--- config.mk ---
export PLATFORM = sky130hd
export DESIGN_NAME = monitor_bus_master
export DESIGN_NICKNAME = d
export VERILOG_FILES = /design/src/rtl/monitor_bus_master.sv
export SDC_FILE = /design/constraint.sdc
export NUM_CORES = 1
export LEC_CHECK = 0
export CAP_MARGIN = 15
export CORE_MARGIN = 2
export CORE_UTILIZATION = 40
export CTS_CLUSTER_DIAMETER = 60
export DETAILED_ROUTE_END_ITERATION = 7
export GPL_TIMING_DRIVEN = 0
export PLACE_DENSITY = 0.64
export SLEW_MARGIN = 0
export SYNTH_ARGS = -nofsm -noshare
export SYNTH_HDL_FRONTEND = slang
export SYNTH_SLANG_ARGS = --single-unit
--- constraint.sdc ---
create_clock -name clk_50mhz_in -period 2.5 [get_ports clk_50mhz_in]
set_input_delay 0.5 -clock clk_50mhz_in [delete_from_list [all_inputs] [get_ports clk_50mhz_in]]
set_output_delay 0.5 -clock clk_50mhz_in [all_outputs]
set_load 0.01 [all_outputs]
--- src/rtl/monitor_bus_master.sv ---
// monitor_bus_master: BKM option-slot bus initiator, one register access per request.
// Optional interrupt synchronizer is built only when MON_BUS_IRQ_EN is defined.
module monitor_bus_master #(
  parameter int unsigned CLK_DIV = 25
) (
  input  logic       clk_50mhz_in,
  input  logic       reset,
  input  logic       cmd_valid,
  output logic       cmd_ready,
  input  logic       cmd_write,
  input  logic       cmd_init,
  input  logic [7:0] cmd_dev,
  input  logic [7:0] cmd_reg,
  input  logic [7:0] cmd_wdata,
  output logic       rsp_valid,
  output logic [7:0] rsp_rdata,
  output logic       busy,
  output logic       clk_rw,
  output logic       ax_d,
  output logic       r_wx,
  output logic       slot_int_x,
  output logic [7:0] bus_data_out_x,
  output logic       bus_data_oe,
  input  logic [7:0] bus_data_in,
  input  logic       int_x,
  output logic       irq
);

  localparam logic [2:0] S_IDLE = 3'd0;
  localparam logic [2:0] S_SYNC = 3'd1;
  localparam logic [2:0] S_DEV  = 3'd2;
  localparam logic [2:0] S_REG  = 3'd3;
  localparam logic [2:0] S_DATA = 3'd4;
  localparam logic [2:0] S_END  = 3'd5;

  localparam logic [7:0] DIV_LOAD = 8'(CLK_DIV - 1);

  logic [2:0] state_q, state_d;
  logic       phase_q, phase_d;   // 0 = phase A (clk_rw low), 1 = phase B
  logic [7:0] cnt_q, cnt_d;
  logic       accept;

  logic       write_q, init_q;
  logic [7:0] dev_q, reg_q, wdata_q;
  logic       f_write, f_init;
  logic [7:0] f_dev, f_reg, f_wdata;

  logic [7:0] rdata_q, rdata_d;
  logic       rsp_valid_q, rsp_valid_d;

  logic       clk_rw_q, clk_rw_d;
  logic       ax_d_q, ax_d_d;
  logic       r_wx_q, r_wx_d;
  logic       slot_q, slot_d;
  logic [7:0] bus_x_q;
  logic [7:0] bus_d;
  logic       oe_q, oe_d;

  always_comb begin
    state_d     = state_q;
    phase_d     = phase_q;
    cnt_d       = cnt_q;
    rdata_d     = rdata_q;
    rsp_valid_d = 1'b0;
    accept      = 1'b0;
    if (state_q == S_IDLE) begin
      if (cmd_valid) begin
        accept  = 1'b1;
        state_d = cmd_init ? S_DEV : S_SYNC;
        phase_d = 1'b0;
        cnt_d   = DIV_LOAD;
      end
    end else if (cnt_q != 8'd0) begin
      cnt_d = cnt_q - 8'd1;
    end else if (!phase_q) begin
      phase_d = 1'b1;
      cnt_d   = DIV_LOAD;
      // Last clock before the clk_rw rise: card data has had a full half-period to settle.
      if (state_q == S_DATA && !write_q) begin
        rdata_d = bus_data_in;
      end
    end else begin
      phase_d = 1'b0;
      cnt_d   = DIV_LOAD;
      case (state_q)
        S_SYNC:  state_d = S_DEV;
        S_DEV:   state_d = S_REG;
        S_REG:   state_d = S_DATA;
        S_DATA:  state_d = S_END;
        default: begin
          state_d     = S_IDLE;
          rsp_valid_d = 1'b1;
        end
      endcase
    end
  end

  assign f_write = accept ? cmd_write : write_q;
  assign f_init  = accept ? cmd_init  : init_q;
  assign f_dev   = accept ? cmd_dev   : dev_q;
  assign f_reg   = accept ? cmd_reg   : reg_q;
  assign f_wdata = accept ? cmd_wdata : wdata_q;

  // Bus drive is decoded from the next state so every output is a flop.
  always_comb begin
    clk_rw_d = 1'b1;
    ax_d_d   = 1'b0;
    r_wx_d   = 1'b1;
    bus_d    = 8'hFF;
    oe_d     = 1'b0;
    slot_d   = 1'b1;
    case (state_d)
      S_SYNC: begin
        clk_rw_d = phase_d;
        oe_d     = 1'b1;
      end
      S_DEV: begin
        clk_rw_d = phase_d;
        r_wx_d   = 1'b0;
        bus_d    = f_dev;
        oe_d     = 1'b1;
        slot_d   = ~f_init;
      end
      S_REG: begin
        clk_rw_d = phase_d;
        r_wx_d   = 1'b0;
        bus_d    = f_reg;
        oe_d     = 1'b1;
        slot_d   = ~f_init;
      end
      S_DATA: begin
        clk_rw_d = phase_d;
        ax_d_d   = 1'b1;
        r_wx_d   = ~f_write;
        bus_d    = f_write ? f_wdata : 8'hFF;
        oe_d     = f_write;
        slot_d   = ~f_init;
      end
      S_END: begin
        clk_rw_d = phase_d;
        oe_d     = 1'b1;
      end
      default: ;
    endcase
  end

  always_ff @(posedge clk_50mhz_in) begin
    if (reset) begin
      state_q     <= S_IDLE;
      phase_q     <= 1'b0;
      cnt_q       <= 8'd0;
      write_q     <= 1'b0;
      init_q      <= 1'b0;
      dev_q       <= 8'h00;
      reg_q       <= 8'h00;
      wdata_q     <= 8'h00;
      rdata_q     <= 8'h00;
      rsp_valid_q <= 1'b0;
      clk_rw_q    <= 1'b1;
      ax_d_q      <= 1'b0;
      r_wx_q      <= 1'b1;
      slot_q      <= 1'b1;
      bus_x_q     <= 8'h00;
      oe_q        <= 1'b0;
    end else begin
      state_q     <= state_d;
      phase_q     <= phase_d;
      cnt_q       <= cnt_d;
      write_q     <= f_write;
      init_q      <= f_init;
      dev_q       <= f_dev;
      reg_q       <= f_reg;
      wdata_q     <= f_wdata;
      rdata_q     <= rdata_d;
      rsp_valid_q <= rsp_valid_d;
      clk_rw_q    <= clk_rw_d;
      ax_d_q      <= ax_d_d;
      r_wx_q      <= r_wx_d;
      slot_q      <= slot_d;
      bus_x_q     <= ~bus_d;
      oe_q        <= oe_d;
    end
  end

  assign cmd_ready      = (state_q == S_IDLE) && !reset;
  assign busy           = (state_q != S_IDLE);
  assign rsp_valid      = rsp_valid_q;
  assign rsp_rdata      = rdata_q;
  assign clk_rw         = clk_rw_q;
  assign ax_d           = ax_d_q;
  assign r_wx           = r_wx_q;
  assign slot_int_x     = slot_q;
  assign bus_data_out_x = bus_x_q;
  assign bus_data_oe    = oe_q;

`ifdef MON_BUS_IRQ_EN
  logic int_meta_q, int_sync_q;

  // Preset to the inactive level so irq stays low through reset and two clocks after.
  always_ff @(posedge clk_50mhz_in) begin
    if (reset) begin
      int_meta_q <= 1'b1;
      int_sync_q <= 1'b1;
    end else begin
      int_meta_q <= int_x;
      int_sync_q <= int_meta_q;
    end
  end

  assign irq = ~int_sync_q;
`else
  logic unused_int_x;

  assign unused_int_x = int_x;
  assign irq          = 1'b0;
`endif

endmodule

==> results of run 1 <==
[per-layer routing]
layer	wire length (µm)	share of wire
met2	3250	0.44
met1	3600	0.49
met4	87	0.012
met5	0	0
met3	365	0.050
[cells by family after synthesis]
logic type,synth area share
buf+inv,0.0473
other cells,0.00134
mux,0.143
flops,0.428
simple gates,0.184
xor+xnor,0.00625
fa+ha+maj,0.00446
compound gates,0.185
[path summary, 6_finish.rpt]
check	from	end	slack, ps	depth (start not counted)
setup / recovery	state_q[1]	cmd_ready	100	5
hold reg to reg	init_q	init_q	460	2
setup reg to reg	cnt_q[2]	slot_int_x	220	7
hold / removal	init_q	init_q	460	2
[synthesized netlist by cell type (all sizes together) (2+ instances only)]
cell type | n | area share
a211oi | 3 | 0.0080
a21oi | 28 | 0.050
a221oi | 8 | 0.029
a22oi | 3 | 0.0080
buf | 9 | 0.023
clkbuf | 13 | 0.017
dfxtp | 60 | 0.43
inv | 4 | 0.0054
mux2i | 39 | 0.14
nand2 | 51 | 0.068
nand3 | 3 | 0.0054
nand4 | 2 | 0.0067
nand4b | 2 | 0.0062
nor2 | 31 | 0.044
nor2b | 5 | 0.011
nor3 | 2 | 0.0054
nor4 | 2 | 0.015
o21a | 2 | 0.0054
o21ai | 13 | 0.023
o21bai | 7 | 0.019
o22ai | 7 | 0.016
xor2 | 2 | 0.0062
[cell type report]
type	instances	area share
flip-flops and latches	60	0.320
clock buffers	10	0.0367
multi-input cells	230	0.396
well taps	96	0.0320
clock inverters	6	0.0170
plain buffers	21	0.0313
inverters	5	0.00600
repair buffers	61	0.161
[power groups by stage]
stage	Combinational [µW]	Clock, µW	Sequential, µW
after detailed placement	756	0	1150
after floorplan	493	0	1160
final	781	887	1140
after global routing	855	941	1150
after global placement	747	0	1150
after CTS	773	899	1130
[repair_timing]
item                       in CTS  in global routing
gates resized for setup         2                 10
setup buffers                   2                  0
pin swaps                       2                  0
setup endpoints to repair      14                 19
[flip-flops by register name, indices dropped and copies added, names as in the netlist]
name and cells:
ax_d 1, bus_data_oe 1, bus_data_out_x 8, clk_rw 1, cnt_q 8, dev_q 8, init_q 1, phase_q 1
r_wx 1, reg_q 8, rsp_rdata 8, rsp_valid 1, slot_int_x 1, state_q 3, wdata_q 8, write_q 1
[worst reg2reg max path, cell delays in order, from the launching register on]
cell	delay, ps
sky130_fd_sc_hd__dfxtp_1	360
sky130_fd_sc_hd__nor4_4	520
sky130_fd_sc_hd__nand4_2	200
sky130_fd_sc_hd__buf_6	200
sky130_fd_sc_hd__nor2_1	290
sky130_fd_sc_hd__a32o_1	200
sky130_fd_sc_hd__buf_2	240
sky130_fd_sc_hd__o21ai_0	150
[metrics by stage]
stage               power [µW]   util  setup slack (ps)  hold slack [ps]
finish                    2800  0.552               102              461
global route              2940  0.552              20.1              479
CTS                       2810  0.550              43.0              461
detailed placement        1910  0.517              -437              452
global placement          1900  0.517              -441              443
floorplan                 1650      -               345              433
==> impl_summary.txt, run 1 <==
----------------------------------------------------
[Die]
  Core region area ... 6790 µm²
  Die height ... 87.7 µm
  Initial Utilization ... 0.413
  Num ports ... 63
  Die boundary width ... 87.7 µm
  Die area ... 7700 µm²
  Std cell rows ... 30

[Worst setup path]
  Crit start category ... flop
  CP Data Arrival Time ... 1900 ps
  Largest fanout on the critical path ... 10
  Max stage delay on crit path ... 540 ps
  CP Data Required Time ... 2000 ps
  Series of cell instances along the critical path ... clkbuf_2, nor3_4, inv_1, nor2_1, clkdlybuf4s50_1
  Critical Setup Path Class ... reg -> out
  Slowest stage cell on the critical path ... sky130_fd_sc_hd__clkdlybuf4s50_1
  Crit path capture type ... primary output
  CP top delay family ... buffers and inverters
  Crit path buf inv count ... 3

[Detailed routing]
  Final Routed Wirelength ... 7.30 mm
  Per-cell routed wire length ... 14.9 µm
  Number of nets with antenna violations after routing ... 0
  Ratio of routed vias to standard cells ... roughly 5.2
  # DRC ... 0
  Routed via count ... roughly 2500
  Number of iterations in the first detailed-routing pass ... 4
  1st-iter DRT viols ... roughly 130

[GRT]
  Global-route met3 utilization ... 0.0500
  Overall track demand over capacity in global routing ... 0.196
  Met1 Usage GRT ... 0.278
  Global route total overflow ... 0
  Wire length of the first global-routing pass ... roughly 12 mm
  Number of global-route vias before repair ... ~2400
  Antenna violations before repair ... 0
  Met2 Track Usage GR ... 0.292
  Busiest layer in global routing ... met2
  Pin count of the biggest net entering global routing ... 12

[Logic synthesis]
  Synth Warn # ... 0
  Gate count after technology mapping ... 317
  Register bit count reported by yosys ... 60
  Count of distinct cell types in the synthesized netlist ... 51
  Area of the mapped netlist ... 2800 µm²
  Mean instance size in the synthesized netlist ... between 8 and 9 µm²
  Ys async rst share ... 0
  Number of enable flip-flop cells after synthesis ... 0
  Syn nets ... 356
  Seq/Total Area, Yosys ... 0.428
  Most instantiated flip-flop cell in the synthesis netlist ... sky130_fd_sc_hd__dfxtp_1

[Layout]
  Final Non-Filler Cells ... 489
  Multi-input gate area in the final layout ... 1490 µm²
  Highest-count cells in the layout ignoring fill and taps ... sky130_fd_sc_hd__dfxtp_1, sky130_fd_sc_hd__clkdlybuf4s50_1, sky130_fd_sc_hd__nand2_1, sky130_fd_sc_hd__mux2i_1, sky130_fd_sc_hd__nor2_1
  Number of inserted diodes ... 0
  Fraction of final layout cells with drive strength greater than 1 ... 0.104
  Layout overhead on the synthesized area ... 33.9%
  Filler cells ... 644
  Commonest non-fill, non-tap cell in the layout ... sky130_fd_sc_hd__dfxtp_1
  Final non-filler cell area ... around 3800 µm²
  Area occupied by registers ... 1200 µm²
  Net count reported at finish ... 427

[STA]
  Worst setup skew after layout ... 9.81 ps
  Total negative slack for setup checks ... 0 ps
  RSZ-0062 raised after global routing ... false
  Count of pins over their slew limit ... 0
  Transition at the pin with the smallest max-transition slack ... 708 ps
  Clock period minus worst slack ... 2400 ps
  Max_slew headroom ... 0.525
  # setup viols final ... 0
  Endpoints failing hold ... 0
  Final cycle utilization of the critical path ... 0.959
  Achievable clock frequency ... 417 MHz

[Place]
  Post-detail-place hpwl ... 5.10 mm
  Post-DP Area ... 3510 µm²
  Cell total after placement ... 472
  RePlAce Congestion ... 0.890
  Number of buffer cells added on primary ports ... 59

[Run]
  Max Cap Violations ... 0

[Clock tree]
  TritonCTS Sinks ... 60
  Count of hold-fix buffers inserted at cts ... 0
  Clock transition at the registers of the reported paths ... 70 ps
  Worst-case clock buffer depth ... 2
  Clock Tree Root ... sky130_fd_sc_hd__clkbuf_8
  Cts bufs inserted ... 9
  Clock latency reported for the late side of the worst-skew pair ... 340 ps
  Number of levels the H-tree was split into ... 3
  CTS tree ... yes

[Power and ir drop]
  Clock group share of total power ... 0.316
  Peak supply drop ... 0.404 mV
  Internal Power ... 1900 µW
  Combinational group share of total power ... 0.279
  Share of total power in sequential cells ... 0.405
  Net load switching power ... roughly 900 µW
  Ratio of total power to cell area ... 747 nW/µm²
  Leak ... approximately 0.0015 µW
  Switching share of total power ... 0.323

[Hold path]
  Hold crit path type ... reg -> reg

[Outcome]
  Outcome ... finished clean

----------------------------------------------------
(Power assumes the default switching activity.)
==> inputs of run 2 (changes only) <==
--- a/config.mk
+++ b/config.mk
@@ -11,6 +11,7 @@
 export CTS_CLUSTER_DIAMETER = 60
 export DETAILED_ROUTE_END_ITERATION = 7
 export GPL_TIMING_DRIVEN = 0
+export HOLD_SLACK_MARGIN = 0.05
 export PLACE_DENSITY = 0.64
 export SLEW_MARGIN = 0
 export SYNTH_ARGS = -nofsm -noshare
==> results of run 2 <==
The final DEF is identical to that of run 1; final timing and power are the same.
